<file path="config.mk">
export PLATFORM = sky130hd
export DESIGN_NAME = matvec_param
export DESIGN_NICKNAME = d
export VERILOG_FILES = /design/src/rtl/matvec_param.sv
export SDC_FILE = /design/constraint.sdc
export NUM_CORES = 2
export LEC_CHECK = 0
export ABC_CLOCK_PERIOD_IN_PS = 12100
export CORE_ASPECT_RATIO = 0.75
export CORE_UTILIZATION = 36
export DETAILED_ROUTE_END_ITERATION = 6
export PLACE_DENSITY = 0.5
export SETUP_SLACK_MARGIN = 0.5
export SLEW_MARGIN = 20
export SYNTH_ARGS = -nofsm -noshare
export SYNTH_HDL_FRONTEND = slang
export SYNTH_SLANG_ARGS = --single-unit
</file>
<file path="constraint.sdc">
create_clock -name clk -period 12.1 [get_ports clk]
set_clock_uncertainty 0.2 [all_clocks]
set_input_delay 2.42 -clock clk [delete_from_list [all_inputs] [get_ports clk]]
set_output_delay 2.42 -clock clk [all_outputs]
set_load 0.05 [all_outputs]
</file>
<file path="src/rtl/matvec_param.sv">
// matvec_param: signed N x N matrix-vector multiplier, y = M*x.
// A matrix stream (optional) plus a vector stream go in, N results come out
// one per handshake. One MAC per cycle; each row takes N+1 cycles, where
// the extra cycle registers the ReLU/saturated result. The matrix is kept
// between transactions and reused until a new one is streamed in.
module matvec_param #(
    parameter int N  = 8,
    parameter int IW = 14,
    parameter int OW = 28
) (
    input  logic                 clk,
    input  logic                 reset_n,
    input  logic                 input_valid,
    output logic                 input_ready,
    input  logic signed [IW-1:0] input_data,
    input  logic                 new_matrix,
    input  logic                 relu_en,
    output logic                 output_valid,
    input  logic                 output_ready,
    output logic signed [OW-1:0] output_data,
    output logic                 output_sat
);
    localparam int AW  = 2*IW + $clog2(N);
    localparam int NN  = N*N;
    localparam int CW  = $clog2(NN+1);
    localparam int MIW = $clog2(NN);
    localparam int XIW = $clog2(N);
    localparam int KW  = $clog2(N+1);

    typedef enum logic [2:0] {S_IDLE, S_LOADM, S_LOADV, S_MAC, S_OUT} state_t;
    state_t state, state_nx;

    logic [CW-1:0]         cnt;
    logic [XIW-1:0]        row;
    logic [KW-1:0]         col;
    logic                  mat_loaded, relu_q, rdy_en;
    logic signed [AW-1:0]  acc;
    logic signed [IW-1:0]  mem [NN];
    logic signed [IW-1:0]  xv  [N];

    logic in_fire, out_fire, last_m, last_v, last_row, mac_done;
    assign in_fire  = input_valid & input_ready;
    assign out_fire = output_valid & output_ready;
    assign last_m   = (cnt == CW'(NN-1));
    assign last_v   = (cnt == CW'(N-1));
    assign last_row = (row == XIW'(N-1));
    // col == N is the extra cycle that registers the finished row
    assign mac_done = (col == KW'(N));

    // Product of the current matrix/vector pair; an unloaded matrix reads as zeros
    logic [MIW-1:0]          midx;
    logic signed [2*IW-1:0]  prod_raw, prod;
    assign midx     = MIW'(row) * MIW'(N) + MIW'(col);
    assign prod_raw = mem[midx] * xv[col[XIW-1:0]];
    assign prod     = mat_loaded ? prod_raw : '0;

    // ReLU first, then clamp into the OW-bit output range
    logic signed [AW-1:0] relu_v;
    logic signed [OW-1:0] res;
    logic                 sat;
    assign relu_v = (relu_q && acc[AW-1]) ? '0 : acc;

    generate
        if (OW < AW) begin : g_sat
            localparam logic signed [AW-1:0] MAXV = {{(AW-OW+1){1'b0}}, {(OW-1){1'b1}}};
            localparam logic signed [AW-1:0] MINV = {{(AW-OW+1){1'b1}}, {(OW-1){1'b0}}};
            // Saturate to [-2^(OW-1), 2^(OW-1)-1] and flag any clamp
            always_comb begin
                res = relu_v[OW-1:0];
                sat = 1'b0;
                if (relu_v > MAXV) begin
                    res = MAXV[OW-1:0];
                    sat = 1'b1;
                end else if (relu_v < MINV) begin
                    res = MINV[OW-1:0];
                    sat = 1'b1;
                end
            end
        end else begin : g_ext
            assign res = OW'(relu_v);
            assign sat = 1'b0;
        end
    endgenerate

    // State register
    always_ff @(posedge clk or negedge reset_n) begin
        if (!reset_n) state <= S_IDLE;
        else          state <= state_nx;
    end

    // Next-state logic
    always_comb begin
        state_nx = state;
        case (state)
            S_IDLE:  if (in_fire) state_nx = new_matrix ? S_LOADM : S_LOADV;
            S_LOADM: if (in_fire && last_m) state_nx = S_LOADV;
            S_LOADV: if (in_fire && last_v) state_nx = S_MAC;
            S_MAC:   if (mac_done) state_nx = S_OUT;
            S_OUT:   if (out_fire) state_nx = last_row ? S_IDLE : S_MAC;
            default: state_nx = S_IDLE;
        endcase
    end

    // Handshake outputs; input_ready is held off until the first edge after reset
    always_comb begin
        input_ready  = rdy_en && (state == S_IDLE || state == S_LOADM || state == S_LOADV);
        output_valid = (state == S_OUT);
    end

    // Ready enable comes up one edge after reset release
    always_ff @(posedge clk or negedge reset_n) begin
        if (!reset_n) rdy_en <= 1'b0;
        else          rdy_en <= 1'b1;
    end

    // Counters, accumulator, per-transaction flags and the output register
    always_ff @(posedge clk or negedge reset_n) begin
        if (!reset_n) begin
            cnt         <= '0;
            row         <= '0;
            col         <= '0;
            acc         <= '0;
            mat_loaded  <= 1'b0;
            relu_q      <= 1'b0;
            output_data <= '0;
            output_sat  <= 1'b0;
        end else begin
            case (state)
                S_IDLE: if (in_fire) begin
                    relu_q <= relu_en;
                    cnt    <= CW'(1);
                end
                S_LOADM: if (in_fire) begin
                    if (last_m) begin
                        cnt        <= '0;
                        mat_loaded <= 1'b1;
                    end else begin
                        cnt <= cnt + CW'(1);
                    end
                end
                S_LOADV: if (in_fire) begin
                    if (last_v) begin
                        cnt <= '0;
                        row <= '0;
                        col <= '0;
                        acc <= '0;
                    end else begin
                        cnt <= cnt + CW'(1);
                    end
                end
                S_MAC: begin
                    if (!mac_done) begin
                        acc <= acc + AW'(prod);
                        col <= col + KW'(1);
                    end else begin
                        output_data <= res;
                        output_sat  <= sat;
                    end
                end
                S_OUT: if (out_fire && !last_row) begin
                    row <= row + XIW'(1);
                    col <= '0;
                    acc <= '0;
                end
                default: ;
            endcase
        end
    end

    // Matrix and vector storage; survives reset, only written on accepted words
    always_ff @(posedge clk) begin
        if (in_fire) begin
            if ((state == S_IDLE && new_matrix) || state == S_LOADM)
                mem[cnt[MIW-1:0]] <= input_data;
            if ((state == S_IDLE && !new_matrix) || state == S_LOADV)
                xv[cnt[XIW-1:0]] <= input_data;
        end
    end

endmodule

</file>
**After elaboration in Yosys (flattened, before gate mapping)**

Memories as Yosys holds them, arrays and structs flattened.
Index checks and enable logic that the tools add are counted.
W data, S select, Z words.

- Register bits: 80
- RAM bits: 1008
- Word-level logic and storage cells: 104
- Memories kept: 2

- Add/sub/neg operators: 5
- Multiply operators: 1
- $lt $le $gt $ge: 2
- Equality and inequality tests: 18
- Multiplexer cells: 40
- Bitwise logic cells: 2
- Reductions and logical operators: 24

Memories:

| memory | depth | width | read ports | clocked after memory_dff | write ports | RTL line | source |
|---|---|---|---|---|---|---|---|
| mem | 64 | 14 | 1 | 0 | 1 | 38 | `logic signed [IW-1:0] mem [NN];` |
| xv | 8 | 14 | 1 | 0 | 1 | 39 | `logic signed [IW-1:0] xv [N];` |

Operators by type and width:

| cell | number |
|---|---|
| $mux W31 | 5 |
| $pmux W31 S3 | 1 |
| $mux W28 | 3 |
| $mux W7 | 5 |
| $add A31 B28 Y31 | 1 |
| $gt A31 B28 Y1 const B | 1 |
| $lt A31 B28 Y1 const B | 1 |
| $mul A14 B14 Y28 | 1 |
| $mux W3 | 8 |
| $pmux W7 S3 | 1 |
| $mux W4 | 4 |
| $ne A2 B2 Y1 const B | 8 |
| $pmux W3 S5 | 1 |
| $pmux W4 S3 | 1 |
| $reduce_and A5 Y1 | 2 |
| $mux W1 | 8 |
| $reduce_and A4 Y1 | 2 |
| $add A7 B1 Y7 const B | 1 |
| $eq A7 B3 Y1 const B | 1 |
| $eq A7 B6 Y1 const B | 1 |
| $logic_and A1 B1 Y1 | 7 |
| $add A6 B4 Y6 | 1 |
| $eq A3 B2 Y1 const B | 2 |
| $eq A3 B3 Y1 const B | 2 |
| 15 further kinds | 24 |

**Depth between registers and ports, before layout**

- Depth in word-level cells: 8
- Gate-level depth with buffers: 43
- Gate-level depth less buffers: 39

**Worst setup path after synthesis**

Ideal clock, no wire load.

- Path type: register -> register
- From: register col[0]
- To: register acc[30]
- Library setup time: 0.087 ns
- Data arrival time: 9.625 ns
- Data required time: 11.813 ns
- Path slack: 2.189 ns
- Stages on the path, launching flop included: 43
- Buffers on the path: 4
- Cells stage by stage: dfrtp_1 > buf_2 > buf_4 > buf_2 > buf_2 > mux4_2 > mux4_2 > nand2_1 > nand2_1 > o21ai_2 > nor2_1 > fa_1 > inv_1 > fa_1 > inv_1 > fa_1 > inv_1 > fa_1 > (+7 left out) > nor2_1 > a211oi_1 > nor4_1 > o21bai_1 > a21o_1 > a21oi_1 > xnor2_1 > and2_1 > ha_1 > a21o_1 > a21o_1 > a21oi_1 > o2bb2ai_1 > nor4_1 > o311ai_0 > a21boi_0 > or4b_1 > o211ai_1

- Longest elaborated chain between the ends: 7
- Elaborated cells on any way between the ends: 11
- Those cells by class: add/sub (2); mul (1); eq/ne (2); mux (3); reduce/logical (1); memory (2)

Ends and longest elaborated chain:

| element | RTL line | source |
|---|---|---|
| from (decl) | 35 | `logic [KW-1:0] col;` |
| from (signal assigned) | 154 | `col <= col + KW'(1);` |
| $add A6 B4 Y6 | 53 | `assign midx = MIW'(row) * MIW'(N) + MIW'(col);` |
| $mem_v2 Z64 W14 | - |  |
| $mul A14 B14 Y28 | 54 | `assign prod_raw = mem[midx] * xv[col[XIW-1:0]];` |
| $mux W28 | 55 | `assign prod = mat_loaded ? prod_raw : '0;` |
| $add A31 B28 Y31 | 153 | `acc <= acc + AW'(prod);` |
| $mux W31 | 152 | `if (!mac_done) begin` |
| $pmux W31 S3 | 128 | `case (state)` |
| to (signal assigned) | 153 |  |
| to (decl) | 37 | `logic signed [AW-1:0] acc;` |

Parallel ways exist; a longest one is shown, timed or not. The select of a mux whose other input is x is not followed.
A chain may end at the register's enable or synchronous reset.

**Worst setup path after layout**

Same ends and word-level chain as after synthesis.

==> impl_metrics.tcl <==
set metrics [dict create \
    gpl.final_weighted_congestion 0.865 \
    tritoncts.num_buffers 107 \
    placement.setup.worst_slack_ps 913 \
    dr_vias 27200 \
    clk_latency_worst_skew_pair_ps 720 \
    io_buffer_count 50 \
    grtUsageTotal_pct 18.3 \
    yosysSeqAreaShare_pct 62.9 \
    drt_first_pass_iters 7 \
    synthesis.nets 3369 \
    antenna_found_initial 5 \
    cts_hold_repair_buffers 0 \
    final_common_cell "sky130_fd_sc_hd__edfxtp_1" \
    timing.final.max_slew_violations 0 \
    violations "DRC" \
    design.portCount 51 \
    grt_pass1_vias 28300 \
    setup_tns_ps 0 \
    share_of_layout_cells_above_drive_strength_1_pct 20.2 \
    synth_cell_types 67 \
    critPathArrivalTime_ps 11420 \
    core_region_area_um2 141000 \
    final_min_period_over_clock_period_pct 90.6 \
    path_max_fanout 29 \
    post_synth.cell_area_avg_um2 16.8 \
    worst_setup_path_start_kind "flop" \
    synth_async_sr_flop_share_pct 7.35 \
    dieArea_um2 144000 \
    n_fill_cell 12700 \
    die_width_um 438 \
    yosys_warnings 0 \
    timing.final.setup_violations 0 \
    commonest_cells_after_routing_fill_and_taps_aside "sky130_fd_sc_hd__edfxtp_1, sky130_fd_sc_hd__mux4_2, sky130_fd_sc_hd__inv_1, sky130_fd_sc_hd__nor2_1, sky130_fd_sc_hd__fa_1" \
    initial_utilization_pct 36.4 \
    holdCritPathClass "reg -> reg" \
    synth_flop_type "sky130_fd_sc_hd__edfxtp_1" \
    topRoutingLayerUsed "met4" \
    slowest_cell_on_the_critical_path "sky130_fd_sc_hd__mux4_2" \
    area.sequential_um2 32300 \
    cts-root-to-sink-buffers 3 \
    layout-area-overhead-vs-synth_pct 13.6 \
    dpl.hpwl_um 85100 \
    setup_slack_ps 1130 \
    drt-initial-drc-count 3056 \
    ant_nets 0 \
    number_of_drc_violations_after_detailed_routing 14 \
    synthesized_instance_count 3049 \
    critical_path_required_ps 12550 \
    clkTransAtPathRegs_ps 60 \
    max_freq_mhz 91.2 \
    root_buffer "sky130_fd_sc_hd__clkbuf_16" \
    synth_enable_flop_cells 1008 \
    worst-slew-pin-transition_ps 1090 \
    rsz_0062_raised_after_global_routing "false" \
    drv_cap 0 \
    run_status "finished, violations left" \
    h-tree-depth 3 \
    cts_sinks 1088 \
    post_drt_via_cell_ratio 5.26 \
    tritoncts "done" \
    routed-wl-met3_um 8640 \
    relSlewSlack_pct 27.1 \
    grt_remaining_overflow 0 \
    cpPeakStageDelay_ps 720 \
    multi_input_area_um2 17600 \
    syn-cell-area_um2 51300 \
    timing.final.crit_period_ps 10970 \
    cpMostUsedCell "sky130_fd_sc_hd__fa_1" \
    grt_pass1_wl_um 193000 \
    routed_wire_length_per_instance_um 25.1 \
    end_kind "flop" \
    pin_count_of_the_biggest_net_entering_global_routing 73 \
    met1_length_um 61800 \
    num-nets-final 3520 \
    synth-seq-cells 1088 \
    wirelength_um 129000 \
    placement_rows 119 \
    finalHoldViolCount 0 \
    met2_wirelength_um 56500 \
    path_class "reg -> reg" \
    die_height_um 329 \
]
-- kinds of logic (layout without fill, tap and decap cells) --
logic type | count (synthesis) | after routing | synth area share, %
xor gates and xnor gates | 49 | 49 | 0.836
buffers and inverters | 380 | 621 | 3.03
AOI/OAI and AO/OA | 253 | 253 | 3.15
other | 1 | 5 | 0.00731
muxes | 332 | 332 | 14.1
adders and majority gates | 300 | 300 | 10.2
and+or+nand+nor | 646 | 646 | 5.84
DFF | 1088 | 1088 | 62.9
-- critical path, delay by kind of cell (launching register included) --
| family | cells | cell delay [ps] |
|---|---|---|
| adders and majority gates | 8 | 3750 |
| and+or+nand+nor | 10 | 2010 |
| muxes | 3 | 1850 |
| AOI/OAI and AO/OA | 6 | 1510 |
| buffers and inverters | 4 | 770 |
| DFF | 1 | 600 |
| xor gates and xnor gates | 1 | 120 |
-- final timing paths --
kind / start / to / depth (start not counted) / slack (ps)
setup / recovery: col[0] / acc[30] / 32 / 1130
hold / removal: output_data[14] / output_data[14] / 2 / 310
setup reg to reg: col[0] / acc[30] / 32 / 1130
hold reg to reg: output_data[14] / output_data[14] / 2 / 310
max in group asynchronous: reset_n / col[2] / 2 / 9110
min in group asynchronous: reset_n / acc[27] / 1 / 1370
-- synthesized netlist by cell type (all sizes together) (3+ instances only) --
library cell | instances | share of area (%)
a211oi | 4 | 0.059
a21boi | 3 | 0.044
a21o | 26 | 0.38
a21oi | 81 | 0.80
a22o | 5 | 0.085
a31oi | 10 | 0.12
and2 | 22 | 0.27
and3 | 13 | 0.16
and4 | 3 | 0.051
buf | 72 | 0.78
clkbuf | 62 | 0.45
dfrtp | 80 | 3.9
edfxtp | 1008 | 59
fa | 196 | 7.6
ha | 104 | 2.5
inv | 246 | 1.8
mux2 | 8 | 0.18
mux2i | 13 | 0.25
mux4 | 311 | 14
nand2 | 179 | 1.3
nand2b | 49 | 0.60
nand3 | 31 | 0.30
nand3b | 6 | 0.088
nand4 | 11 | 0.13
nor2 | 238 | 1.7
nor2b | 42 | 0.51
nor3 | 13 | 0.15
nor3b | 7 | 0.10
nor4 | 4 | 0.049
o211ai | 9 | 0.13
o21a | 13 | 0.19
o21ai | 64 | 0.66
o21bai | 9 | 0.13
o31ai | 12 | 0.18
or2 | 7 | 0.085
or3 | 11 | 0.13
or4 | 4 | 0.059
xnor2 | 33 | 0.56
xor2 | 16 | 0.27
-- stage by stage --
| stage | area (µm²) | hold slack, ps | std cells | utilization (%) |
|---|---|---|---|---|
| 2_1_floorplan | 51300 | 264 | 3049 | - |
| 3_3_place_gp | 54600 | 284 | 4959 | 38.8 |
| 3_5_place_dp | 54600 | 303 | 4959 | 38.8 |
| 4_1_cts | 58200 | 317 | 5158 | 41.3 |
| 5_1_grt | 58300 | 334 | 5165 | 41.4 |
| 6_report | 58300 | 306 | 5169 | 41.4 |
-- final cells by class --
| class | instances | area share, % |
|---|---|---|
| repair buffers | 176 | 2.61 |
| clock inverters | 60 | 1.20 |
| inverters | 246 | 1.58 |
| well taps | 1875 | 4.02 |
| multi-input cells | 1581 | 30.2 |
| clock buffers | 139 | 4.94 |
| flip-flops and latches | 1088 | 55.4 |
| diodes | 4 | 0.0172 |
-- registers in the layout (all words and copies together), names as in the netlist, 3 cells and up --
| name | flops |
|---|---|
| mem | 896 |
| xv | 112 |
| acc | 31 |
| output_data | 28 |
| cnt | 7 |
| col | 4 |
| row | 3 |
| state | 3 |
-- layer usage --
metal / GRT usage [%] / vias up
li1: - / 11800
met1: 28.2 / 14400
met2: 26.7 / 849
met5: 0 / -
met4: 4.29 / 0
met3: 3.54 / 150
-- what timing repair did --
item                       in CTS  in global routing
setup endpoints to repair       0                  3
gates resized for setup         0                  2
buffers inserted                0                  7
Power is left out: the tool's default activity adds up to more than one toggle a clock period on the data nets, which glitch-free logic cannot reach.
